===== config.mk =====
export PLATFORM = sky130hd
export DESIGN_NAME = rom_fetch
export DESIGN_NICKNAME = d
export VERILOG_FILES = /design/src/rtl/rom_fetch.sv
export SDC_FILE = /design/constraint.sdc
export NUM_CORES = 1
export LEC_CHECK = 0
export CORE_MARGIN = 10
export CORE_UTILIZATION = 30
export CTS_BUF_LIST = sky130_fd_sc_hd__clkbuf_8
export DETAILED_ROUTE_END_ITERATION = 8
export PLACE_DENSITY = 0.57
export SYNTH_ARGS = -nofsm -noshare
export SYNTH_HDL_FRONTEND = slang
export SYNTH_SLANG_ARGS = --single-unit

===== constraint.sdc =====
create_clock -name clk -period 2.3 [get_ports clk]
set_clock_uncertainty 0.05 [all_clocks]
set_input_delay 0.23 -clock clk [delete_from_list [all_inputs] [get_ports clk]]
set_output_delay 0.23 -clock clk [all_outputs]
set_load 0.03 [all_outputs]

===== src/rtl/rom_fetch.sv =====
// ROM read initiator with a 2-entry prefetch buffer.
// Drives rom_a/en/ce from the PC and hands words downstream via valid/ready.
module rom_fetch #(
    parameter int A_BITS   = 8,
    parameter int D_WIDTH  = 8,
    parameter int RESET_PC = 0
) (
    input  logic               clk,
    input  logic               rst_n,
    input  logic               start,
    input  logic               halt,
    input  logic               jmp_valid,
    input  logic [A_BITS-1:0]  jmp_addr,
    output logic [A_BITS-1:0]  rom_a,
    input  logic [D_WIDTH-1:0] rom_d,
    output logic               rom_en,
    output logic               rom_ce,
    output logic               out_valid,
    input  logic               out_ready,
    output logic [D_WIDTH-1:0] out_instr,
    output logic [A_BITS-1:0]  out_pc,
    output logic               running
);

    localparam logic [A_BITS-1:0] PC_RST = A_BITS'(RESET_PC);

    typedef enum logic [1:0] {
        IDLE   = 2'd0,
        RUN    = 2'd1,
        HALTED = 2'd2
    } state_t;

    state_t             state;
    logic [A_BITS-1:0]  pc;
    logic [1:0]         cnt;

    // entry 0 is the head; it keeps its value when the buffer empties
    logic [D_WIDTH-1:0] e0_instr;
    logic [A_BITS-1:0]  e0_pc;
    logic [D_WIDTH-1:0] e1_instr;
    logic [A_BITS-1:0]  e1_pc;

    logic pop;
    logic fetch;

    // handshake and fetch qualification
    always_comb begin
        out_valid = (cnt != 2'd0);
        pop       = out_valid & out_ready;
        fetch     = (state == RUN) & ~halt & ~jmp_valid
                  & ((cnt != 2'd2) | pop);
    end

    assign rom_a     = pc;
    assign rom_en    = fetch;
    assign rom_ce    = (state == RUN);
    assign running   = (state == RUN);
    assign out_instr = e0_instr;
    assign out_pc    = e0_pc;

    // control FSM: halt wins over start
    always_ff @(posedge clk or negedge rst_n) begin
        if (!rst_n) begin
            state <= IDLE;
        end else begin
            unique case (state)
                IDLE:    if (start && !halt) state <= RUN;
                RUN:     if (halt)           state <= HALTED;
                HALTED:  if (start && !halt) state <= RUN;
                default:                     state <= IDLE;
            endcase
        end
    end

    // program counter: jump redirects, fetch advances with wrap
    always_ff @(posedge clk or negedge rst_n) begin
        if (!rst_n) begin
            pc <= PC_RST;
        end else if (jmp_valid) begin
            pc <= jmp_addr;
        end else if (fetch) begin
            pc <= pc + 1'b1;
        end
    end

    // prefetch FIFO; a jump drops everything except a pop in flight
    always_ff @(posedge clk or negedge rst_n) begin
        if (!rst_n) begin
            cnt      <= 2'd0;
            e0_instr <= '0;
            e0_pc    <= '0;
            e1_instr <= '0;
            e1_pc    <= '0;
        end else if (jmp_valid) begin
            cnt <= 2'd0;
        end else begin
            unique case ({fetch, pop})
                2'b10: begin
                    if (cnt == 2'd0) begin
                        e0_instr <= rom_d;
                        e0_pc    <= pc;
                    end else begin
                        e1_instr <= rom_d;
                        e1_pc    <= pc;
                    end
                    cnt <= cnt + 2'd1;
                end
                2'b01: begin
                    if (cnt == 2'd2) begin
                        e0_instr <= e1_instr;
                        e0_pc    <= e1_pc;
                    end
                    cnt <= cnt - 2'd1;
                end
                2'b11: begin
                    if (cnt == 2'd1) begin
                        e0_instr <= rom_d;
                        e0_pc    <= pc;
                    end else begin
                        e0_instr <= e1_instr;
                        e0_pc    <= e1_pc;
                        e1_instr <= rom_d;
                        e1_pc    <= pc;
                    end
                end
                default: ;
            endcase
        end
    end

endmodule

==> results of run 1 <==
==> final cells by class <==
class                   instances  share of cell area [%]
multi-input cells             129                    32.6
clock inverters                 2                    1.30
well taps                      96                    4.02
clock buffers                   6                    2.76
inverters                       6                   0.754
repair buffers                 64                    21.7
flip-flops and latches         44                    36.9
==> timing repair <==
item,in CTS,in global routing
buffers inserted,0,0
endpoints found under the hold margin,10,0
gates resized for setup,0,0
hold buffers,1,0
==> worst paths after layout <==
kind,startpoint,to,slack [ps],depth (start not counted)
setup reg to reg,state[0]$_DFFE_PN0P_,e1_pc[4]$_DFFE_PN0P_,150,4
hold / removal,rst_n,out_instr[0]$_DFFE_PN0P_,280,2
hold reg to reg,e1_pc[2]$_DFFE_PN0P_,e1_pc[2]$_DFFE_PN0P_,460,1
min in group clk,jmp_addr[0],rom_a[0]$_DFFE_PN0P_,460,3
setup / recovery,jmp_valid,e1_pc[4]$_DFFE_PN0P_,130,5
max in group asynchronous,rst_n,rom_a[1]$_DFFE_PN0P_,1350,3
==> per-stage QoR <==
step                std cells  instance area [um^2]  hold slack, ps  setup WS, ps
floorplan                 190                  2140            -116          93.5
global placement          338                  2860            62.7          -149
detailed placement        338                  2860            71.8          -193
CTS                       347                  2990             289           114
global route              347                  2990             304          29.3
finish                    347                  2990             277           125
==> power groups by stage <==
stage                     Combinational (mW)  Sequential [mW]  Clock, mW
after floorplan                        0.478             1.49          0
after global placement                  1.32             1.20          0
after detailed placement                1.33             1.21          0
after CTS                               1.33             1.19      0.638
after global routing                    1.41             1.23      0.680
final                                   1.31             1.18      0.615
==> worst max-delay path, stage by stage <==
cell             delay, ps
clkdlybuf4s50_1        420
or4b_1                 680
a2111oi_4              430
buf_12                 200
mux2_2                 340
==> sequential cells by signal (all words and copies together), names as in the netlist <==
register,flops
out_pc,8
rom_a,8
e1_instr,8
out_instr,8
state,2
cnt,2
e1_pc,8
==> cell families (layout without fill, tap and decap cells) <==
| group | after synthesis | in the layout |
|---|---|---|
| simple gates | 49 | 49 |
| fa+ha+maj | 4 | 4 |
| mux | 35 | 35 |
| compound gates | 39 | 39 |
| xor+xnor | 2 | 2 |
| flops | 44 | 44 |
| buf+inv | 17 | 78 |
==> metal layers <==
layer / vias to the layer above / track usage [%] / wire length (um)
met5: - / 0 / 0
met4: 0 / 3.28 / 50
met3: 2 / 2.46 / 228
met2: 28 / 14.8 / 2350
li1: 799 / - / -
met1: 752 / 11.4 / 2300
==> placed cells by master (no fill, tap or decap), types with 2 or more instances in the layout <==
cell,n
clkdlybuf4s50_1,47
dfrtp_1,44
nor2_1,23
mux2_2,18
a21oi_1,18
mux2i_1,17
buf_4,11
inv_1,6
and3_1,6
clkbuf_8,6
nand2b_1,5
nand2_1,5
a311oi_1,5
o21ai_0,4
ha_1,4
buf_12,4
nor2b_1,3
a21oi_2,2
a211oi_1,2
a221oi_1,2
==> metrics.cfg, run 1 <==
[synth]
synthMuxAreaShare_pct = 17.4
synth_common_cells = dfrtp_1 (44), nor2_1 (23), a21oi_1 (18), mux2_2 (18), mux2i_1 (17)
synth-edff-count = 0
synthDominantCellAreaShare_pct = 51.3
synthCells = 190
synth_top_family_by_area = multiplexers
ys_top_cells_by_area = dfrtp_1 (51%), mux2_2 (9.5%), mux2i_1 (7.9%), a21oi_1 (4.2%), nor2_1 (4.0%)
avgSynthCellArea_um2 = 11.3
synth_flop_cell = dfrtp_1
ys_warn_count = 0
ys_seq_area_share_pct = 51.3
synth_area_leader_cell = dfrtp_1
synth_xor_area_share_pct = 0.817
async_flop_share_pct = 100
synth-seq-cells = 44
synth_most_common_cell = dfrtp_1
synth-simple-area-share_pct = 11.5
synth_area_um2 = 2140
synth_fa_ha_area_share_pct = 2.33
synth_compound_gate_area_share_pct = 13.0
syn-num-nets = 216
synth.distinct_cells = 35

[grt]
grt_pass1_wl_um = 8270
grt_max_degree = 33
antenna_found_initial = 0
gr-total-overflow = 0
globalRouteTotalUtil_pct = 9.14
grt_pass1_vias = 1613

[timing]
setup_viol = 0
worst_pin_slew_ps = 354
fin_crit_sh_pct = 94.6
rsz0062_at_grt = false
final.setup.tns_ps = 0
fmax_mhz = 460
drv_slew = 0
fin_crit_ps = 2170
hold_viol_final = 0
slew_headroom_pct = 75.8

[power_and_ir_drop]
comb_power_share_pct = 42.1
swShare_pct = 35.8
power_mw = 3.10
p_seq_share_pct = 38.1
clkPwrFrac_pct = 19.8
internal_power_mw = 1.99
powerDensity_nw_per_um2 = 1040
irDropWorstVdd_uv = 388
p_leak_nw = 1.25
power.switching_mw = 1.11

[floorplanning]
fp.dieW_um = 105
dieHeight_um = 105
die-area_um2 = 10900
start_util_pct = 31.2
core_area_um2 = 6870
rows = 30
io-pin-count = 50

[routing]
drt-initial-drc-count = 70
num_vias = 1581
first_pass_iters = 4
ant_nets = 0
via_per_inst = 4.56
routed_wl_um = 4920
avgRoutedWirePerCell_um = 14.2
drc = 0

[final_layout]
syn2layout_area_growth_pct = 39.3
regArea_um2 = 1100
fillers = 665
final_nets = 276
drive_gt1_share_pct = 19.1
antenna_cells = 0
final_util_pct = 43.5
multi_input_area_um2 = 973

[worst_setup_path]
crit_type = primary input to flip-flop
worstPathMaxFanout = 16
worstPathRequired_ps = 2420
startpoint_type = primary input
setup.worst_path.end_class = flip-flop
cp.arrival_ps = 2300

[place]
port_buffers = 49
gp_congestion = 0.751
post-dp-hpwl_um = 3760

[run]
cap_violations = 0

[run_status]
status = completed

[clock_tree]
cts_buffers = 5
cts_tree = built
clock-sinks = 44
clk_pin_slew_ps = 90
clockBufferDepth = 2
clock_latency_ps = 280
root_buffer = clkbuf_8
ctsHtreeMaxLevel = 2

[worst_hold_path]
min_path_type = primary input to async pin

(Power assumes the default switching activity.)
==> run 2: changes to the inputs <==
--- a/config.mk
+++ b/config.mk
@@ -6,10 +6,10 @@
 export NUM_CORES = 1
 export LEC_CHECK = 0
 export CORE_MARGIN = 10
-export CORE_UTILIZATION = 30
+export CORE_UTILIZATION = 46
 export CTS_BUF_LIST = sky130_fd_sc_hd__clkbuf_8
 export DETAILED_ROUTE_END_ITERATION = 8
-export PLACE_DENSITY = 0.57
+export PLACE_DENSITY = 0.79
 export SYNTH_ARGS = -nofsm -noshare
 export SYNTH_HDL_FRONTEND = slang
 export SYNTH_SLANG_ARGS = --single-unit
==> metrics.cfg, run 2 (same netlist as run 1, synthesis figures left out) <==
[final_layout]
mostFrequentLayoutCells = clkdlybuf4s50_1 (47), dfrtp_1 (44), nor2_1 (23), mux2_2 (18), a21oi_1 (18)  ; unchanged
final_common_cell = clkdlybuf4s50_1  ; unchanged
postLayoutCellArea_um2 = 2910  ; was 2990 um^2
final_util_pct = 65.4  ; was 43.5%
antenna_cells = 0  ; unchanged
final_nets = 274  ; was 276
drive_gt1_share_pct = 18.5  ; was 19.1%
fillers = 360  ; was 665
syn2layout_area_growth_pct = 35.5  ; was 39.3%

[worst_setup_path]
path_delay_family = simple AND/OR/NAND/NOR gates  ; unchanged
reg2reg_depth = 5  ; was 4
max_stage_delay_ps = 560  ; was 680 ps
r2r_slack_ps = 90  ; was 150 ps
slowest_stage = or4b_1  ; unchanged
cp.arrival_ps = 2350  ; was 2300 ps
crit_type = flip-flop to flip-flop  ; was primary input to flip-flop
setup.worst_path.end_class = flip-flop  ; unchanged
worstPathRequired_ps = 2440  ; was 2420 ps
r2r_start = state[1]$_DFFE_PN0P_  ; was state[0]$_DFFE_PN0P_
startpoint_type = flip-flop  ; was primary input
worstPathMaxFanout = 5  ; was 16
r2r-end = rom_a[6]$_DFFE_PN0P_  ; was e1_pc[4]$_DFFE_PN0P_
crit_chain = or4b_1 -> buf_4 -> a2111oi_1 -> xor2_1 -> mux2_2  ; was clkdlybuf4s50_1 -> or4b_1 -> a2111oi_4 -> buf_12 -> mux2_2
crit_buf_inv = 1  ; was 2

[routing]
num_vias = 1632  ; was 1,581
drc = 0  ; unchanged
drt-initial-drc-count = 89  ; was 70
avgRoutedWirePerCell_um = 16.6  ; was 14.2 um
routed.top_layer = met4  ; unchanged
ant_nets = 0  ; unchanged
dr_wl_met3_um = 327  ; was 228 um
wl_met1_um = 2090  ; was 2300 um
route.met2.wl_um = 2460  ; was 2350 um
first_pass_iters = 4  ; unchanged
routed_wl_um = 4990  ; was 4920 um
via_per_inst = 5.42  ; was 4.56

[timing]
slew_headroom_pct = 65.5  ; was 75.8%
whs_ps = 291  ; was 277 ps
worst_pin_slew_ps = 516  ; was 354 ps
hold_viol_final = 0  ; unchanged
timing.final.ws_setup_ps = 93.8  ; was 125 ps
fmax_mhz = 453  ; was 460 MHz
fin_crit_sh_pct = 95.9  ; was 94.6%
drv_slew = 0  ; unchanged
setup_viol = 0  ; unchanged
rsz0062_at_grt = false  ; unchanged
fin_crit_ps = 2210  ; was 2170 ps

[grt]
grt_pass1_wl_um = 8150  ; was 8270 um
grt_max_degree = 33  ; unchanged
antenna_found_initial = 0  ; unchanged
globalRouteTotalUtil_pct = 13.3  ; was 9.14%
grt_pass1_vias = 1668  ; was 1,613
gr-total-overflow = 0  ; unchanged

[clock_tree]
cts_buffers = 5  ; unchanged
cts_tree = built  ; unchanged
clock-sinks = 44  ; unchanged
root_buffer = clkbuf_8  ; unchanged
ctsHtreeMaxLevel = 2  ; unchanged
clockBufferDepth = 2  ; unchanged
clock_latency_ps = 300  ; was 280 ps
clk_pin_slew_ps = 80  ; was 90 ps

[power_and_ir_drop]
powerDensity_nw_per_um2 = 1080  ; was 1040 nW/um^2
p_leak_nw = 1.24  ; was 1.25 nW
irDropWorstVdd_uv = 737  ; was 388 uV

[place]
gp_congestion = 0.908  ; was 0.751
post_dp_cell_area_um2 = 2770  ; was 2860 um^2
post-place-ws_ps = -229  ; was -193 ps
port_buffers = 49  ; unchanged
post-dp-hpwl_um = 3620  ; was 3760 um

[floorplanning]
core_area_um2 = 4440  ; was 6870 um^2
die-area_um2 = 7790  ; was 10,900 um^2
dieHeight_um = 88.3  ; was 105 um
rows = 24  ; was 30
io-pin-count = 50  ; unchanged
fp.dieW_um = 88.3  ; was 105 um
start_util_pct = 48.3  ; was 31.2%

[run]
cap_violations = 0  ; unchanged

[worst_hold_path]
min_path_type = primary input to async pin  ; unchanged

[run_status]
status = completed  ; unchanged

==> run 2: worst max-delay path by stage <==
stage	from	end	slack, ps	cells past startpoint
finish	state[1]$_DFFE_PN0P_	rom_a[6]$_DFFE_PN0P_	90	5
global route	cnt[0]$_DFFE_PN0P_	out_instr[4]$_DFFE_PN0P_	8	7
CTS	state[1]$_DFFE_PN0P_	rom_a[6]$_DFFE_PN0P_	50	5
detailed placement	jmp_valid	rom_a[6]$_DFFE_PN0P_	-230	6
global placement	jmp_valid	e1_instr[7]$_DFFE_PN0P_	-80	5
floorplan	cnt[0]$_DFFE_PN0P_	out_pc[4]$_DFFE_PN0P_	90	7
==> run 2: stage by stage <==
step	TNS, ps	power, mW	std cells
floorplan	0	1.97	190
global placement	-1230	2.49	292
detailed placement	-1460	2.53	292
CTS	0	3.17	301
global route	0	3.31	301
finish	0	3.12	301
==> run 2: per-layer routing <==
layer	vias up	GRT usage [%]
met2	48	21.5
met3	10	4.14
met1	781	15.9
met4	0	6.31
li1	793	-
met5	-	0
==> run 2: cell type report <==
class	instances	area (um^2)	share of cell area [%]
Inverter	6	22.5	0.775
Clock buffer	6	82.6	2.84
Tap cell	52	65.1	2.24
Clock inverter	2	38.8	1.34
Multi-Input combinational cell	129	975	33.5
Sequential cell	44	1100	37.9
Timing Repair Buffer	62	621	21.4
==> run 2: timing repair <==
action / 4_1_cts / 5_1_grt
hold buffers: 1 / 0
hold endpoints to repair: 12 / 0
gates resized for setup: 0 / 1
setup endpoints to repair: 0 / 1
setup buffers: 0 / 0
==> run 2: power by group <==
| group | leakage [nW] | switching (mW) | internal [mW] | total [mW] |
|---|---|---|---|---|
| combinational | 0.634 | 0.712 | 0.601 | 1.31 |
| clock | 0.0614 | 0.267 | 0.355 | 0.622 |
| sequential | 0.540 | 0.157 | 1.03 | 1.19 |
